<file path="config.mk">
export PLATFORM = sky130hd
export DESIGN_NAME = fp_mul_seq_flat
export DESIGN_NICKNAME = d
export VERILOG_FILES = /design/src/rtl/fp_mul_seq_pkg.sv /design/src/rtl/fp_mul_seq_if.sv /design/src/rtl/fp_mul_seq_mant_shift_add.sv /design/src/rtl/fp_mul_seq.sv /design/src/flat_wrapper.sv
export SDC_FILE = /design/constraint.sdc
export NUM_CORES = 1
export LEC_CHECK = 0
export ABC_AREA = 1
export CAP_MARGIN = 20
export CORE_ASPECT_RATIO = 0.6
export CORE_MARGIN = 2
export CORE_UTILIZATION = 59
export DETAILED_ROUTE_END_ITERATION = 8
export DONT_BUFFER_PORTS = 1
export PLACE_DENSITY = 0.82
export SETUP_SLACK_MARGIN = 0.15
export SLEW_MARGIN = 20
export SYNTH_ARGS = -nofsm -noshare
export SYNTH_HDL_FRONTEND = slang
export SYNTH_SLANG_ARGS = --single-unit
</file>
<file path="constraint.sdc">
create_clock -name clk -period 8.7 [get_ports clk]
set_input_delay 1.74 -clock clk [delete_from_list [all_inputs] [get_ports clk]]
set_output_delay 1.74 -clock clk [all_outputs]
set_load 0.02 [all_outputs]
</file>
<file path="src/rtl/fp_mul_seq_pkg.sv">
// Shared types and constants for the fp_mul_seq multiply stage.
// FP_MUL_RADIX4_EN selects radix-4 iteration (12 cycles) instead of radix-2 (24 cycles).
package fp_pkg;

  localparam int BIAS   = 127;
  localparam int EXP_W  = 8;
  localparam int MANT_W = 24;
  localparam int PROD_W = 51;
  localparam int EXPI_W = 10;
  localparam int ACC_W  = 2 * MANT_W;
  localparam int CNT_W  = 5;

`ifdef FP_MUL_RADIX4_EN
  localparam bit RADIX4_EN = 1'b1;
  localparam int ITER_N    = 12;
`else
  localparam bit RADIX4_EN = 1'b0;
  localparam int ITER_N    = 24;
`endif

  typedef enum logic [1:0] {
    IDLE = 2'd0,
    MUL  = 2'd1,
    DONE = 2'd2
  } state_t;

endpackage

</file>
<file path="src/rtl/fp_mul_seq_if.sv">
// Operand/result handshake bundle between the operand stage, fp_mul_seq and normalize.
interface fp_mul_seq_if;
  logic        in_valid;
  logic        in_ready;
  logic [31:0] a;
  logic [31:0] b;
  logic        out_valid;
  logic        out_ready;
  logic [50:0] product_o;
  logic [8:0]  exponent_o;
  logic        sign_o;
  logic        zero_o;

  modport master (
    output in_valid, a, b, out_ready,
    input  in_ready, out_valid, product_o, exponent_o, sign_o, zero_o
  );

  modport slave (
    input  in_valid, a, b, out_ready,
    output in_ready, out_valid, product_o, exponent_o, sign_o, zero_o
  );
endinterface

</file>
<file path="src/rtl/fp_mul_seq_mant_shift_add.sv">
// One shift-add mantissa multiply iteration; RADIX4 consumes two multiplier bits per step.
module mant_shift_add #(
  parameter bit RADIX4 = 1'b0
) (
  input  logic [47:0] acc_i,
  input  logic [47:0] mcand_i,
  input  logic [47:0] mcand3_i,
  input  logic [23:0] mplier_i,
  output logic [47:0] acc_o,
  output logic [47:0] mcand_o,
  output logic [47:0] mcand3_o,
  output logic [23:0] mplier_o
);

  generate
    if (RADIX4) begin : g_r4
      logic [47:0] addend;

      always_comb begin
        addend = '0;
        case (mplier_i[1:0])
          2'd0:    addend = '0;
          2'd1:    addend = mcand_i;
          2'd2:    addend = mcand_i << 1;
          default: addend = mcand3_i;
        endcase
      end

      assign acc_o    = acc_i + addend;
      assign mcand_o  = mcand_i << 2;
      assign mcand3_o = mcand3_i << 2;
      assign mplier_o = mplier_i >> 2;
    end else begin : g_r2
      // 3M is not needed here but is kept moving so both builds share one register set
      assign acc_o    = acc_i + (mplier_i[0] ? mcand_i : 48'd0);
      assign mcand_o  = mcand_i << 1;
      assign mcand3_o = mcand3_i << 1;
      assign mplier_o = mplier_i >> 1;
    end
  endgenerate

endmodule

</file>
<file path="src/rtl/fp_mul_seq.sv">
// Sequential single-precision mantissa/exponent multiply feeding the normalize stage.
// Define FP_MUL_RADIX4_EN for the radix-4 (12-iteration) build; default is radix-2.
module fp_mul_seq
  import fp_pkg::*;
#(
  parameter int BIAS    = 127,
  parameter int EXP_MAX = 511
) (
  input  logic          clk,
  input  logic          reset,
  fp_mul_seq_if.slave   bus
);

  function automatic logic [8:0] sat_exp(input logic [EXP_W-1:0] ea, input logic [EXP_W-1:0] eb);
    logic signed [EXPI_W-1:0] s;
    s = $signed({2'b00, ea}) + $signed({2'b00, eb}) - $signed(EXPI_W'(BIAS));
    if (s < 0)
      sat_exp = '0;
    else if (s > $signed(EXPI_W'(EXP_MAX)))
      sat_exp = 9'(EXP_MAX);
    else
      sat_exp = 9'(s);
  endfunction

  state_t             state_q, state_d;
  logic [CNT_W-1:0]   cnt_q, cnt_d;
  logic [ACC_W-1:0]   acc_q, acc_d, mcand_q, mcand_d, mcand3_q, mcand3_d;
  logic [MANT_W-1:0]  mplier_q, mplier_d;
  logic [8:0]         exp_q, exp_d;
  logic               sign_q, sign_d, zero_q, zero_d;
  logic [ACC_W-1:0]   prod_q, prod_d;
  logic [8:0]         expo_q, expo_d;
  logic               sgn_o_q, sgn_o_d, zero_o_q, zero_o_d;
  logic               out_valid_q, out_valid_d, in_ready_q, in_ready_d;

  logic [ACC_W-1:0]   acc_nx, mcand_nx, mcand3_nx;
  logic [MANT_W-1:0]  mplier_nx;

  logic [EXP_W-1:0]   ea, eb;
  logic [MANT_W-1:0]  mant_a, mant_b;
  logic               za, zb;

  // Unpack: hidden bit is set for any non-zero exponent, so denormals keep hidden=0
  assign ea     = bus.a[30:23];
  assign eb     = bus.b[30:23];
  assign mant_a = {(ea != '0), bus.a[22:0]};
  assign mant_b = {(eb != '0), bus.b[22:0]};
  assign za     = (ea == '0) && (bus.a[22:0] == '0);
  assign zb     = (eb == '0) && (bus.b[22:0] == '0);

  mant_shift_add #(.RADIX4(RADIX4_EN)) u_msa (
    .acc_i    (acc_q),
    .mcand_i  (mcand_q),
    .mcand3_i (mcand3_q),
    .mplier_i (mplier_q),
    .acc_o    (acc_nx),
    .mcand_o  (mcand_nx),
    .mcand3_o (mcand3_nx),
    .mplier_o (mplier_nx)
  );

  always_comb begin
    state_d     = state_q;
    cnt_d       = cnt_q;
    acc_d       = acc_q;
    mcand_d     = mcand_q;
    mcand3_d    = mcand3_q;
    mplier_d    = mplier_q;
    exp_d       = exp_q;
    sign_d      = sign_q;
    zero_d      = zero_q;
    prod_d      = prod_q;
    expo_d      = expo_q;
    sgn_o_d     = sgn_o_q;
    zero_o_d    = zero_o_q;
    out_valid_d = out_valid_q;

    case (state_q)
      IDLE: begin
        if (bus.in_valid) begin
          acc_d    = '0;
          mcand_d  = ACC_W'(mant_a);
          mcand3_d = ACC_W'(mant_a) + (ACC_W'(mant_a) << 1);
          mplier_d = mant_b;
          exp_d    = sat_exp(ea, eb);
          sign_d   = bus.a[31] ^ bus.b[31];
          zero_d   = za | zb;
          // A zero operand spends a single cycle in MUL so DONE lands on the next edge
          cnt_d    = (za | zb) ? CNT_W'(1) : CNT_W'(ITER_N);
          state_d  = MUL;
        end
      end
      MUL: begin
        acc_d    = acc_nx;
        mcand_d  = mcand_nx;
        mcand3_d = mcand3_nx;
        mplier_d = mplier_nx;
        cnt_d    = cnt_q - CNT_W'(1);
        if (cnt_q == CNT_W'(1)) begin
          state_d     = DONE;
          prod_d      = zero_q ? '0 : acc_nx;
          expo_d      = zero_q ? '0 : exp_q;
          sgn_o_d     = sign_q;
          zero_o_d    = zero_q;
          out_valid_d = 1'b1;
        end
      end
      DONE: begin
        if (bus.out_ready) begin
          state_d     = IDLE;
          out_valid_d = 1'b0;
        end
      end
      default: state_d = IDLE;
    endcase

    in_ready_d = (state_d == IDLE);
  end

  always_ff @(posedge clk or negedge reset) begin
    if (!reset) begin
      state_q     <= IDLE;
      cnt_q       <= '0;
      prod_q      <= '0;
      expo_q      <= '0;
      sgn_o_q     <= 1'b0;
      zero_o_q    <= 1'b0;
      out_valid_q <= 1'b0;
      in_ready_q  <= 1'b1;
    end else begin
      state_q     <= state_d;
      cnt_q       <= cnt_d;
      prod_q      <= prod_d;
      expo_q      <= expo_d;
      sgn_o_q     <= sgn_o_d;
      zero_o_q    <= zero_o_d;
      out_valid_q <= out_valid_d;
      in_ready_q  <= in_ready_d;
    end
  end

  // Working datapath registers are always reloaded at acceptance, so they carry no reset
  always_ff @(posedge clk) begin
    acc_q    <= acc_d;
    mcand_q  <= mcand_d;
    mcand3_q <= mcand3_d;
    mplier_q <= mplier_d;
    exp_q    <= exp_d;
    sign_q   <= sign_d;
    zero_q   <= zero_d;
  end

  assign bus.in_ready   = in_ready_q;
  assign bus.out_valid  = out_valid_q;
  assign bus.product_o  = {3'b000, prod_q};
  assign bus.exponent_o = expo_q;
  assign bus.sign_o     = sgn_o_q;
  assign bus.zero_o     = zero_o_q;

endmodule

</file>
<file path="src/flat_wrapper.sv">
// flat-port wrapper written by rule: the top's interface ports become plain ports
module fp_mul_seq_flat import fp_pkg::*;
#(
  parameter int BIAS    = 127,
  parameter int EXP_MAX = 511
)
  (clk, reset, bus_in_valid, bus_a, bus_b, bus_out_ready, bus_in_ready, bus_out_valid, bus_product_o, bus_exponent_o, bus_sign_o, bus_zero_o);
  fp_mul_seq_if bus_i ();
  input  logic clk;
  input  logic reset;
  input wire logic [$bits(bus_i.in_valid)-1:0] bus_in_valid;
  input wire logic [$bits(bus_i.a)-1:0] bus_a;
  input wire logic [$bits(bus_i.b)-1:0] bus_b;
  input wire logic [$bits(bus_i.out_ready)-1:0] bus_out_ready;
  output wire logic [$bits(bus_i.in_ready)-1:0] bus_in_ready;
  output wire logic [$bits(bus_i.out_valid)-1:0] bus_out_valid;
  output wire logic [$bits(bus_i.product_o)-1:0] bus_product_o;
  output wire logic [$bits(bus_i.exponent_o)-1:0] bus_exponent_o;
  output wire logic [$bits(bus_i.sign_o)-1:0] bus_sign_o;
  output wire logic [$bits(bus_i.zero_o)-1:0] bus_zero_o;
  assign bus_i.in_valid = bus_in_valid;
  assign bus_i.a = bus_a;
  assign bus_i.b = bus_b;
  assign bus_i.out_ready = bus_out_ready;
  assign bus_in_ready = bus_i.in_ready;
  assign bus_out_valid = bus_i.out_valid;
  assign bus_product_o = bus_i.product_o;
  assign bus_exponent_o = bus_i.exponent_o;
  assign bus_sign_o = bus_i.sign_o;
  assign bus_zero_o = bus_i.zero_o;
  fp_mul_seq #(.BIAS(BIAS), .EXP_MAX(EXP_MAX)) u_core (.clk(clk), .reset(reset), .bus(bus_i));
endmodule
</file>
==> impl_metrics.toml <==
[synthesis]
ys_seq_area_share_pct = 44.52
synthCells = 1756
synth-seq-cells = 199
syn_area_per_cell_um2 = 7.211
synth_cell_types = 40
synth.cell_area_mm2 = 0.01266
ys.warnings.count = 0

[clocking]
cts_sinks = 199
postCtsSetupRepairBufs = 0
cts_resized = 0
cts_buffer_depth = 2
clk_transition_reported_paths_ps = 80
clk_root_buffer_cell = "clkbuf_16"
htree_levels = 4
postCtsHoldBufs = 0
cts_tree = "yes"
cts_buffers = 17
insertion_delay_ps = 460

[placed_design]
placed_cell_area_mm2 = 0.01290
place_ws_ps = 4778
dp_hpwl_um = 26120
io_buffers = 0
gp_congestion = 0.9817

[pwr]
power.switching_w = 0.002558
power_per_cell_area_mw_per_mm2 = 398.3
power_frac_comb_pct = 48.5
switching_share_pct = 47.52
power.leakage_nw = 7.356
internal-power_w = 0.002825
p_clk_share_pct = 15.0
ir_drop_mv = 0.2290
power_w = 0.005383
p_seq_share_pct = 36.5

[routing]
drt_wl_total_um = 34830
drc_errors = 0
viasPerCell = 5.364
dr.pass1.iters = 5
avgRoutedWirePerCell_um = 17.10
dr_total_vias = 10930
antenna_left = 0
drt_iter0_drc = 1280

[timing]
slew_viol_final = 0
setup_violations = 0
setup_ws_ps = 5260
slew_headroom_pct = 29.77
tightestPinTransition_ps = 1047
period_share_pct = 39.54
fin_crit_ps = 3440
tns_ps = 0
finalClockSkew_ps = 13.54
worst_hold_slack_ps = 459.8
finalHoldViolCount = 0
rsz0062_at_grt = "false"
timing.fmax_ghz = 0.2907

[die]
initial_utilization_pct = 60.20
dieWidth_um = 193.1
core_mm2 = 0.02103
ios = 132
placementRows = 41
die_h_um = 117.5
die-area_mm2 = 0.02269

[setup_path]
cp_top_family = "adder cells"
crit_path_frequent_cell = "nand2_1"
critPathSlowestCell = "fa_1"
endpoint_kind = "flip-flop"
arrival_ps = 3640
required_ps = 8900
crit_type = "in -> reg"
worstPathCellList = "ha_1 > ha_1 > fa_1 > nand3_1 > nand3_1 > nand2_1 > nand2_1 > a21oi_1 > inv_1 > nand2_1 > nand2_1 > inv_1 > nor2_1"
path_max_fanout = 6
start_kind = "input port"
reg2reg_to = "u_core.acc_q[40]"
reg2regPathDepth = 18
rrSetupSlack_ps = 5410
reg2reg_from = "u_core.mplier_q[0]"
cpPeakStageDelay_ps = 400
cp_num_buf_inv = 2

[run]
drv_cap = 0

[grt]
grt_pass1_wl_um = 54450
grt_start_max_net_pins = 72
grt_pass1_vias = 10070
overflow = 0
antenna_found_initial = 0
grt_usage_pct = 31.80

[cells_and_area]
area.sequential_mm2 = 0.005637
drive_gt1_share_pct = 3.356
layout_common_cells = "nand2_1, inv_1, nor2_1, edfxtp_1, nand3_1"
final_common_cell = "nand2_1"
antenna_cells = 0
syn2layout_area_growth_pct = 6.749
multiInputGateArea_mm2 = 0.005663
design_area_mm2 = 0.01352
fillers = 1923
nets = 1879

[hold_path]
worstHoldPathType = "reg -> reg"
hold_path_depth = 2
min_to = "u_core.bus.sign_o"
min_from = "u_core.sign_q"

[status]
status = "complete, no violations"
per-stage QoR:
step / utilization [%] / std cells
detailed placement: 61.33 / 2004
global placement: 61.33 / 2004
finish: 64.27 / 2037
floorplan: - / 1758
CTS: 64.16 / 2036
global route: 64.27 / 2037
worst max-delay path by stage:
stage                           start                to  cells after the start
CTS                 u_core.state_q[1]   u_core.cnt_q[0]                      8
detailed placement  u_core.state_q[1]  u_core.acc_q[44]                      4
global placement            bus_b[24]   u_core.exp_q[8]                     13
global route                bus_b[24]   u_core.exp_q[8]                     13
floorplan                bus_in_valid   u_core.acc_q[0]                      2
finish                      bus_b[24]   u_core.exp_q[8]                     13
logic make-up after synthesis:
logic type	after synthesis	share of synthesized area, %
AO/OA/AOI/OAI	95	4.220
XOR/XNOR	29	2.006
adder cells (fa/ha/maj)	66	6.640
buffers and inverters	361	10.90
flip-flops	199	44.52
other	1	0.02962
AND/OR/NAND/NOR	1005	31.69
power groups by stage:
stage	Clock, W	Sequential (W)	Combinational, W
after floorplan	0	0.00192	0.00188
final	0.000809	0.00196	0.00261
after global routing	0.000855	0.00201	0.00293
after CTS	0.000819	0.00197	0.00254
after global placement	0	0.00197	0.00243
after detailed placement	0	0.00197	0.00251
worst register-to-register path, delay by kind of cell, from the launching register on:
family / cells / cell delay, ps
adders and majority gates: 2 / 590
buffers and inverters: 4 / 770
DFF: 1 / 330
and+or+nand+nor: 12 / 1320
final cells by class:
class,count,share of cell area [%]
Multi-Input combinational cell,1198,41.90
Clock buffer,17,3.147
Inverter,323,8.988
Sequential cell,199,41.70
Tap cell,279,2.583
Clock inverter,15,1.259
Timing Repair Buffer,6,0.4258
sequential cells by signal, indices dropped and copies added (netlist names):
| signal | count |
|---|---|
| u_core.bus.out_valid | 1 |
| u_core.bus.exponent_o | 9 |
| u_core.bus.sign_o | 1 |
| u_core.mplier_q | 24 |
| u_core.cnt_q | 5 |
| u_core.state_q | 2 |
| u_core.prod_q | 48 |
| u_core.bus.in_ready | 1 |
| u_core.acc_q | 48 |
| u_core.sign_q | 1 |
| u_core.bus.zero_o | 1 |
| u_core.exp_q | 9 |
| u_core.mcand_q | 48 |
| u_core.zero_q | 1 |
per-layer routing:
metal	part of all wire (%)	track usage, %
met1	50	52.61
met5	0	0
met2	37	40.25
met3	12	8.945
met4	1.1	6.629
cells in the mapped netlist, drive strengths merged:
cell type	n	area [um^2]
o31ai	1	7.510
nor2	185	726.9
o21a	1	7.510
xor2	5	43.79
conb	1	3.750
ha	64	800.8
nand3b	5	37.54
nand2	706	2650
a21oi	41	205.2
clkbuf	24	90.09
o21bai	3	22.52
dfrtp	67	1677
buf	14	77.57
nand3	73	375.4
edfxtp	131	3934
nand4	10	62.56
nor4	16	100.1
o211ai	1	7.510
nor3	6	35.03
o22ai	2	12.51
and3	1	6.260
a21o	1	7.510
and2	1	6.260
o21ai	35	178.9
a22o	9	78.83
fa	2	40.04
a31oi	1	6.260
or2	2	12.51
inv	323	1212
xnor2	24	210.2
dfstp	1	26.28
Note: power is estimated with default switching activity, not from simulation.
